File: config.mk
export PLATFORM = sky130hd
export DESIGN_NAME = cline_req_iterator
export DESIGN_NICKNAME = d
export VERILOG_FILES = /design/src/rtl/cline_req_iterator_pkg.sv /design/src/rtl/cline_span_calc.sv /design/src/rtl/cline_req_iterator.sv
export SDC_FILE = /design/constraint.sdc
export NUM_CORES = 1
export LEC_CHECK = 0
export ABC_AREA = 1
export CAP_MARGIN = 40
export CORE_ASPECT_RATIO = 1.2
export CORE_MARGIN = 4
export CORE_UTILIZATION = 46
export DETAILED_ROUTE_END_ITERATION = 16
export PLACE_DENSITY = 0.75
export REMOVE_ABC_BUFFERS = 1
export SETUP_SLACK_MARGIN = 0.02
export SYNTH_ARGS = -nofsm -noshare
export SYNTH_HDL_FRONTEND = slang
export SYNTH_SLANG_ARGS = --single-unit
File: constraint.sdc
create_clock -name clk -period 2.48 [get_ports clk]
set_clock_uncertainty 0.15 [all_clocks]
set_input_delay 0.248 -clock clk [delete_from_list [all_inputs] [get_ports clk]]
set_output_delay 0.248 -clock clk [all_outputs]
set_load 0.02 [all_outputs]
File: src/rtl/cline_req_iterator_pkg.sv
// Shared cache-line configuration for the reference-fetch path.
// Holds the per-component cache-line geometry and the iterator FSM encoding.
package cline_req_iterator_pkg;

    // log2 cache-line geometry per colour component
    localparam int LUMA_C_L_H_SIZE   = 3;
    localparam int LUMA_C_L_V_SIZE   = 2;
    localparam int CHROMA_C_L_H_SIZE = 2;
    localparam int CHROMA_C_L_V_SIZE = 2;

    typedef enum logic {
        ST_IDLE  = 1'b0,
        ST_ISSUE = 1'b1
    } iter_state_e;

endpackage

File: src/rtl/cline_span_calc.sv
// Per-axis cache-line span: start line index and (lines touched - 1).
// Purely combinational; coordinates and line indices wrap at their widths.
module cline_span_calc #(
    parameter int COORD_W = 12,
    parameter int DIM_W   = 4,
    parameter int LINE_SZ = 3,
    parameter int DELTA_W = 2
) (
    input  logic [COORD_W-1:0]         start_i,
    input  logic [DIM_W-1:0]           dim_i,
    output logic [COORD_W-LINE_SZ-1:0] start_line_o,
    output logic [DELTA_W-1:0]         delta_o
);
    localparam int LINE_W = COORD_W - LINE_SZ;

    logic [COORD_W-1:0] end_pix;
    logic [LINE_W-1:0]  end_line;

    // end pixel wraps at the frame edge, so the line difference is taken modulo too
    always_comb begin
        end_pix      = start_i + COORD_W'(dim_i);
        start_line_o = start_i[COORD_W-1:LINE_SZ];
        end_line     = end_pix[COORD_W-1:LINE_SZ];
        delta_o      = DELTA_W'(end_line - start_line_o);
    end

endmodule

File: src/rtl/cline_req_iterator.sv
// Cache-line request iterator: accepts one reference block and issues one
// (line_x, line_y) tag request per touched cache line, x-inner / y-outer.
// Optional feature: define CLINE_ITER_PERF_EN to add perf_lines_out, a
// free-running count of completed request handshakes.
module cline_req_iterator
    import cline_req_iterator_pkg::*;
#(
    parameter int C_L_H_SIZE = LUMA_C_L_H_SIZE,
    parameter int C_L_V_SIZE = LUMA_C_L_V_SIZE,
    parameter int DIM_WDTH   = 4,
    parameter int DIM_HGHT   = 4,
    parameter int X_WDTH     = 12,
    parameter int Y_WDTH     = 12,
    localparam int DX_WDTH   = DIM_WDTH - C_L_H_SIZE + 1,
    localparam int DY_WDTH   = DIM_HGHT - C_L_V_SIZE + 1,
    localparam int LX_W      = X_WDTH - C_L_H_SIZE,
    localparam int LY_W      = Y_WDTH - C_L_V_SIZE
) (
    input  logic                clk,
    input  logic                reset,
    input  logic                blk_valid_in,
    output logic                blk_ready_out,
    input  logic [X_WDTH-1:0]   start_x_in,
    input  logic [Y_WDTH-1:0]   start_y_in,
    input  logic [DIM_WDTH-1:0] rf_blk_wdt_in,
    input  logic [DIM_HGHT-1:0] rf_blk_hgt_in,
    input  logic                abort_in,
    output logic                req_valid_out,
    input  logic                req_ready_in,
    output logic [LX_W-1:0]     req_x_out,
    output logic [LY_W-1:0]     req_y_out,
    output logic                req_last_out,
    output logic [DX_WDTH-1:0]  delta_x_out,
    output logic [DY_WDTH-1:0]  delta_y_out
`ifdef CLINE_ITER_PERF_EN
    ,
    output logic [31:0]         perf_lines_out
`endif
);

    iter_state_e         state_q, state_d;
    logic [LX_W-1:0]     sx_line, sx_q, sx_d;
    logic [LY_W-1:0]     sy_line, sy_q, sy_d;
    logic [DX_WDTH-1:0]  dx_calc, dx_q, dx_d, cx_q, cx_d, cx_nxt;
    logic [DY_WDTH-1:0]  dy_calc, dy_q, dy_d, cy_q, cy_d, cy_nxt;
    logic                req_valid_q, req_valid_d, req_last_q, req_last_d;
    logic [LX_W-1:0]     req_x_q, req_x_d;
    logic [LY_W-1:0]     req_y_q, req_y_d;
    logic                accept, hs, row_end;

    cline_span_calc #(
        .COORD_W(X_WDTH), .DIM_W(DIM_WDTH), .LINE_SZ(C_L_H_SIZE), .DELTA_W(DX_WDTH)
    ) u_span_x (
        .start_i(start_x_in), .dim_i(rf_blk_wdt_in), .start_line_o(sx_line), .delta_o(dx_calc)
    );

    cline_span_calc #(
        .COORD_W(Y_WDTH), .DIM_W(DIM_HGHT), .LINE_SZ(C_L_V_SIZE), .DELTA_W(DY_WDTH)
    ) u_span_y (
        .start_i(start_y_in), .dim_i(rf_blk_hgt_in), .start_line_o(sy_line), .delta_o(dy_calc)
    );

    // abort blocks a same-cycle accept and overrides a same-cycle handshake
    assign accept  = blk_valid_in && (state_q == ST_IDLE) && !abort_in;
    assign hs      = req_valid_q && req_ready_in;
    assign row_end = (cx_q == dx_q);
    assign cx_nxt  = row_end ? '0 : cx_q + 1'b1;
    assign cy_nxt  = row_end ? cy_q + 1'b1 : cy_q;

    // FSM state register
    always_ff @(posedge clk or posedge reset) begin
        if (reset) state_q <= ST_IDLE;
        else       state_q <= state_d;
    end

    // FSM next state: accept starts a block, last handshake or abort ends it
    always_comb begin
        state_d = state_q;
        if (abort_in) begin
            state_d = ST_IDLE;
        end else begin
            case (state_q)
                ST_IDLE:  if (accept)            state_d = ST_ISSUE;
                ST_ISSUE: if (hs && req_last_q)  state_d = ST_IDLE;
                default:                         state_d = ST_IDLE;
            endcase
        end
    end

    // FSM outputs: only idle accepts a new descriptor
    always_comb begin
        blk_ready_out = (state_q == ST_IDLE);
    end

    // Datapath next state: latch span on accept, advance counters on handshake;
    // outputs hold whenever no handshake occurs
    always_comb begin
        sx_d        = sx_q;
        sy_d        = sy_q;
        dx_d        = dx_q;
        dy_d        = dy_q;
        cx_d        = cx_q;
        cy_d        = cy_q;
        req_valid_d = req_valid_q;
        req_last_d  = req_last_q;
        req_x_d     = req_x_q;
        req_y_d     = req_y_q;
        if (abort_in) begin
            req_valid_d = 1'b0;
            req_last_d  = 1'b0;
        end else if (accept) begin
            sx_d        = sx_line;
            sy_d        = sy_line;
            dx_d        = dx_calc;
            dy_d        = dy_calc;
            cx_d        = '0;
            cy_d        = '0;
            req_valid_d = 1'b1;
            req_x_d     = sx_line;
            req_y_d     = sy_line;
            req_last_d  = (dx_calc == '0) && (dy_calc == '0);
        end else if (hs) begin
            if (req_last_q) begin
                req_valid_d = 1'b0;
                req_last_d  = 1'b0;
            end else begin
                cx_d       = cx_nxt;
                cy_d       = cy_nxt;
                req_x_d    = sx_q + LX_W'(cx_nxt);
                req_y_d    = sy_q + LY_W'(cy_nxt);
                req_last_d = (cx_nxt == dx_q) && (cy_nxt == dy_q);
            end
        end
    end

    // Datapath registers
    always_ff @(posedge clk or posedge reset) begin
        if (reset) begin
            sx_q        <= '0;
            sy_q        <= '0;
            dx_q        <= '0;
            dy_q        <= '0;
            cx_q        <= '0;
            cy_q        <= '0;
            req_valid_q <= 1'b0;
            req_last_q  <= 1'b0;
            req_x_q     <= '0;
            req_y_q     <= '0;
        end else begin
            sx_q        <= sx_d;
            sy_q        <= sy_d;
            dx_q        <= dx_d;
            dy_q        <= dy_d;
            cx_q        <= cx_d;
            cy_q        <= cy_d;
            req_valid_q <= req_valid_d;
            req_last_q  <= req_last_d;
            req_x_q     <= req_x_d;
            req_y_q     <= req_y_d;
        end
    end

    assign req_valid_out = req_valid_q;
    assign req_last_out  = req_last_q;
    assign req_x_out     = req_x_q;
    assign req_y_out     = req_y_q;
    assign delta_x_out   = dx_q;
    assign delta_y_out   = dy_q;

`ifdef CLINE_ITER_PERF_EN
    logic [31:0] perf_q;

    // Completed request handshakes; an aborted handshake does not count
    always_ff @(posedge clk or posedge reset) begin
        if (reset)                perf_q <= '0;
        else if (hs && !abort_in) perf_q <= perf_q + 32'd1;
    end

    assign perf_lines_out = perf_q;
`endif

endmodule

==> Implementation_results.wiki <==
{| class="wikitable"
! Metric !! Value
|-
| Run status || finished with violations
|-
| Violations in the final reports || negative setup slack
|-
| Via count || 2838
|-
| Placed standard-cell area || 3860 sq um
|-
| Global-route wire length before repair || 12000 um
|-
| Max layer used || met4
|-
| Cell row count || 31
|-
| Synthesized-area fraction occupied by and/or/nand/nor cells || 0.264
|-
| Most frequently used flop master after synthesis || sky130_fd_sc_hd__dfrtp_1
|-
| Number of global-route vias before repair || 2795
|-
| Total met3 wirelength after detailed routing || 374 um
|-
| Setup repair after global routing missed its margin || true
|-
| Share of total power in the clock network || 0.169
|-
| Routed length on met2 || 3860 um
|-
| Area share of fa/ha/maj cells after synthesis || 0.0785
|-
| Crit path largest cell delay || 420 ps
|-
| Overall overflow remaining after global route || 0
|-
| Final Max Slew Viols || 0
|-
| Relative slew slack || 0.566
|-
| Power Dens Cells || 854 nW/um^2
|-
| GR Util All Layers || 0.193
|-
| Post-synth EDFFs || 0
|-
| Largest net degree at the start of global routing || 52
|-
| Pre-Repair DR Iteration Count || 4
|-
| Fraction of final layout cells with drive strength greater than 1 || 0.203
|-
| Antenna viol nets, final || 0
|-
| Initial detailed-routing violation count || 118
|-
| Dominant cells by area after synthesis || sky130_fd_sc_hd__dfrtp_1 43%, sky130_fd_sc_hd__nand2_1 10%, sky130_fd_sc_hd__nand3_1 6.3%, sky130_fd_sc_hd__inv_1 6.3%, sky130_fd_sc_hd__ha_1 5.8%
|-
| Post-route design area || 4190 sq um
|-
| Largest driver fanout on the critical path || 4
|-
| Synth Area in Compound Gates || 0.109
|-
| Final worst setup slack || -63.7 ps
|-
| Arrival time worst endpoint || 2650 ps
|-
| Final Hold Viols || 0
|-
| Crit path launch || cx_q[0]
|-
| Cell Area, Synth || 3000 sq um
|-
| Number of warning messages in the yosys log || 0
|-
| F_max || 393 MHz
|-
| Instance count of the mapped netlist || 368
|-
| Initial Utilization || 0.486
|-
| Final Core Density || 0.680
|-
| # diodes || 0
|-
| Area enclosed by the die boundary || 7880 sq um
|-
| TritonCTS sink count || 51
|-
| Seq cells post-synth || 51
|-
| Die Span X || 81.7 um
|-
| Sum of negative setup slack || -79.0 ps
|-
| Clock buffers created by TritonCTS || 5
|-
| Root cell of the clock tree || sky130_fd_sc_hd__clkbuf_8
|-
| Switch share || 0.384
|-
| Signed area change from the synthesized netlist to the final layout || 39.8%
|-
| Wirelength, routed || 7470 um
|-
| Count of final setup violators || 2
|-
| Last weighted congestion value of the routability-driven placer || 0.839
|-
| CTS tree || yes
|-
| Distinct cells, synth || 37
|-
| Worst-path cell with the longest stage delay || sky130_fd_sc_hd__dfrtp_1
|-
| Post-DP HPWL || 5110 um
|-
| Share of the synthesized area in the top cell type || 0.426
|-
| Clk Latency, worst-skew pair || 310 ps
|-
| Max rail drop VDD || 0.352 mV
|-
| Hold_ws || 263 ps
|-
| Sum of routed wire segments on met1 || 3020 um
|-
| Crit share post-route || 1.03
|-
| Drt via density || 5.20
|-
| Leakage Power || 2.00 nW
|-
| Mean Syn Cell Area || 8.15 sq um
|-
| Portion of total power attributed to sequential cells || 0.338
|-
| Largest area contributor in the netlist || sky130_fd_sc_hd__dfrtp_1
|-
| Transition at the pin with the smallest max-transition slack || 651 ps
|-
| Required time reported for the critical path endpoint || 2590 ps
|-
| Share of synthesized area spent on multiplexers || 0
|-
| Height of the die || 96.4 um
|-
| Final critical-path required period || 2540 ps
|-
| Critical R2R Capture || req_y_out[6]
|-
| Number of cells on the worst reg-to-reg path || 16
|-
| Standard cell core area || 6170 sq um
|-
| Share of the synthesized netlist area taken by xor and xnor gates || 0.0309
|-
| CTS clk-pin slew, worst paths || 100 ps
|-
| Sequential area share after synthesis || 0.426
|-
| Switching pwr || 0.00137 W
|-
| Drt wl/cell || 13.7 um
|-
| Number of filler instances in the final layout || 493
|-
| H-tree levels || 2
|-
| Tightest Hold Check Type || primary input to asynchronous set/reset pin
|-
| Logic gate share of total power || 0.492
|-
| Worst setup SP type || flip-flop
|-
| Clock Path Buffers || 2
|-
| Critical path start-end classification || flip-flop to flip-flop
|-
| # DRC || 0
|-
| Worst Setup EP || req_y_out[6]
|-
| Initial antenna violation count || 0
|-
| Internal power || 0.00221 W
|-
| Reg-to-Reg Start || cx_q[0]
|-
| Quantity of I/O buffers inserted on ports || 63
|-
| Share of synthesized registers carrying an async set or reset || 1.00
|-
| Critical path endpoint category || flip-flop
|-
| Max-cap check violation count || 0
|-
| Fin nets || 517
|-
| Count of boundary I/O pins || 64
|-
| Cells along the critical path || inv_2 -> nand2_2 -> nand2_4 -> nand2_8 -> xor2_2 -> ha_2 -> inv_2 -> fa_2 -> nor2_2 -> o21ai_2 -> nor3_4 -> buf_4 -> nand3_2 -> nand3_2 -> o22ai_1 -> inv_1
|-
| Largest family of logic cells by synthesized area || simple AND/OR/NAND/NOR gates
|-
| Worst setup slack for register-to-register paths || -60 ps
|}
==> routing by layer <==
layer  vias to the layer above  GRT usage
met5                         -          0
met4                         0     0.0873
met3                        20     0.0353
met2                        74      0.340
met1                      1355      0.226
li1                       1389          -
==> per-stage QoR <==
stage,total power [W],instances,setup WS [ps]
after floorplan,0.00214,357,-154
after global placement,0.00279,527,-156
after detailed placement,0.00283,527,-199
after CTS,0.00352,541,-61.6
after global routing,0.00384,546,-212
final,0.00358,546,-63.7
==> cells in the mapped netlist, types with 2 or more instances <==
master,n
sky130_fd_sc_hd__buf_6,2
sky130_fd_sc_hd__inv_2,3
sky130_fd_sc_hd__nor3_1,9
sky130_fd_sc_hd__buf_2,4
sky130_fd_sc_hd__o211ai_1,2
sky130_fd_sc_hd__nand4_1,2
sky130_fd_sc_hd__o22ai_1,9
sky130_fd_sc_hd__inv_1,50
sky130_fd_sc_hd__a21oi_1,9
sky130_fd_sc_hd__xor2_1,5
sky130_fd_sc_hd__o21ai_1,3
sky130_fd_sc_hd__nand3_1,38
sky130_fd_sc_hd__nor2_1,19
sky130_fd_sc_hd__clkbuf_1,2
sky130_fd_sc_hd__fa_1,3
sky130_fd_sc_hd__nand2_4,4
sky130_fd_sc_hd__o21ai_0,22
sky130_fd_sc_hd__nand2_2,7
sky130_fd_sc_hd__nand3b_1,2
sky130_fd_sc_hd__dfrtp_1,51
sky130_fd_sc_hd__buf_4,3
sky130_fd_sc_hd__nand2_1,82
sky130_fd_sc_hd__o31ai_1,2
sky130_fd_sc_hd__ha_1,14
sky130_fd_sc_hd__xnor2_1,3
sky130_fd_sc_hd__a31oi_1,7
==> cells in the final DEF, fill, tap and decap left out, types with 3 or more instances in the layout <==
| master | instances |
|---|---|
| sky130_fd_sc_hd__nand2_2 | 11 |
| sky130_fd_sc_hd__nor3_1 | 7 |
| sky130_fd_sc_hd__o21ai_0 | 22 |
| sky130_fd_sc_hd__xor2_1 | 4 |
| sky130_fd_sc_hd__dfrtp_1 | 51 |
| sky130_fd_sc_hd__buf_4 | 34 |
| sky130_fd_sc_hd__inv_1 | 45 |
| sky130_fd_sc_hd__nand2_4 | 5 |
| sky130_fd_sc_hd__o22ai_1 | 9 |
| sky130_fd_sc_hd__ha_1 | 10 |
| sky130_fd_sc_hd__clkdlybuf4s50_1 | 61 |
| sky130_fd_sc_hd__nand2_1 | 77 |
| sky130_fd_sc_hd__nor2_2 | 3 |
| sky130_fd_sc_hd__ha_2 | 3 |
| sky130_fd_sc_hd__clkbuf_8 | 5 |
| sky130_fd_sc_hd__nor2_1 | 16 |
| sky130_fd_sc_hd__nand3_1 | 33 |
| sky130_fd_sc_hd__inv_2 | 8 |
| sky130_fd_sc_hd__nand3_2 | 4 |
| sky130_fd_sc_hd__a21oi_1 | 8 |
| sky130_fd_sc_hd__a31oi_1 | 7 |
==> cell type report <==
| cell class | count | area [sq um] | share of cell area |
|---|---|---|---|
| Timing Repair Buffer | 99 | 922 | 0.220 |
| Clock inverter | 3 | 46.3 | 0.0110 |
| Multi-Input combinational cell | 252 | 1570 | 0.375 |
| Sequential cell | 51 | 1280 | 0.304 |
| Tap cell | 82 | 103 | 0.0245 |
| Clock buffer | 5 | 68.8 | 0.0164 |
| Inverter | 54 | 205 | 0.0490 |
==> state kept, by name, summed over array words and instances (netlist names) <==
name and flops:
cx_q 2, cy_q 3, delta_x_out 2, delta_y_out 3
req_last_out 1, req_valid_out 1, req_x_out 9, req_y_out 10
state_q 1, sx_q 9, sy_q 10
==> worst min-delay path by stage <==
stage	endpoint	cells past startpoint	from	slack, ps
final	req_x_out[8]	3	reset	260
after detailed placement	sy_q[0]	2	sy_q[0]	320
after global routing	req_x_out[8]	3	reset	320
after floorplan	req_valid_out	1	abort_in	200
after global placement	sx_q[0]	2	sx_q[0]	310
after CTS	req_x_out[7]	3	reset	300
==> cells by family after synthesis <==
kind of cell / after synthesis
buffers and inverters: 65
DFF: 51
xor gates and xnor gates: 9
and+or+nand+nor: 169
AOI/OAI and AO/OA: 57
adders and majority gates: 17
==> critical path, delay by kind of cell (launching register included) <==
family          cells  cell delay [ps]
flops               1              420
fa+ha+maj           2              550
compound gates      2              180
xor+xnor            1              150
simple gates        7              680
buf+inv             4              340
==> what timing repair did <==
item / 4_1_cts / 5_1_grt
pin swaps: 10 / 15
setup endpoints to repair: 4 / 7
hold buffers: 0 / 0
gates resized for setup: 13 / 23
buffers inserted: 6 / 6
==> power groups by stage <==
stage	Clock (W)	Combinational [W]	Sequential [W]
5_1_grt	0.000648	0.00194	0.00124
3_5_place_dp	0	0.00162	0.00122
2_1_floorplan	0	0.000779	0.00136
3_3_place_gp	0	0.00159	0.00121
6_report	0.000606	0.00176	0.00121
4_1_cts	0.000612	0.00170	0.00120
Power figures use the tool's default switching activity.
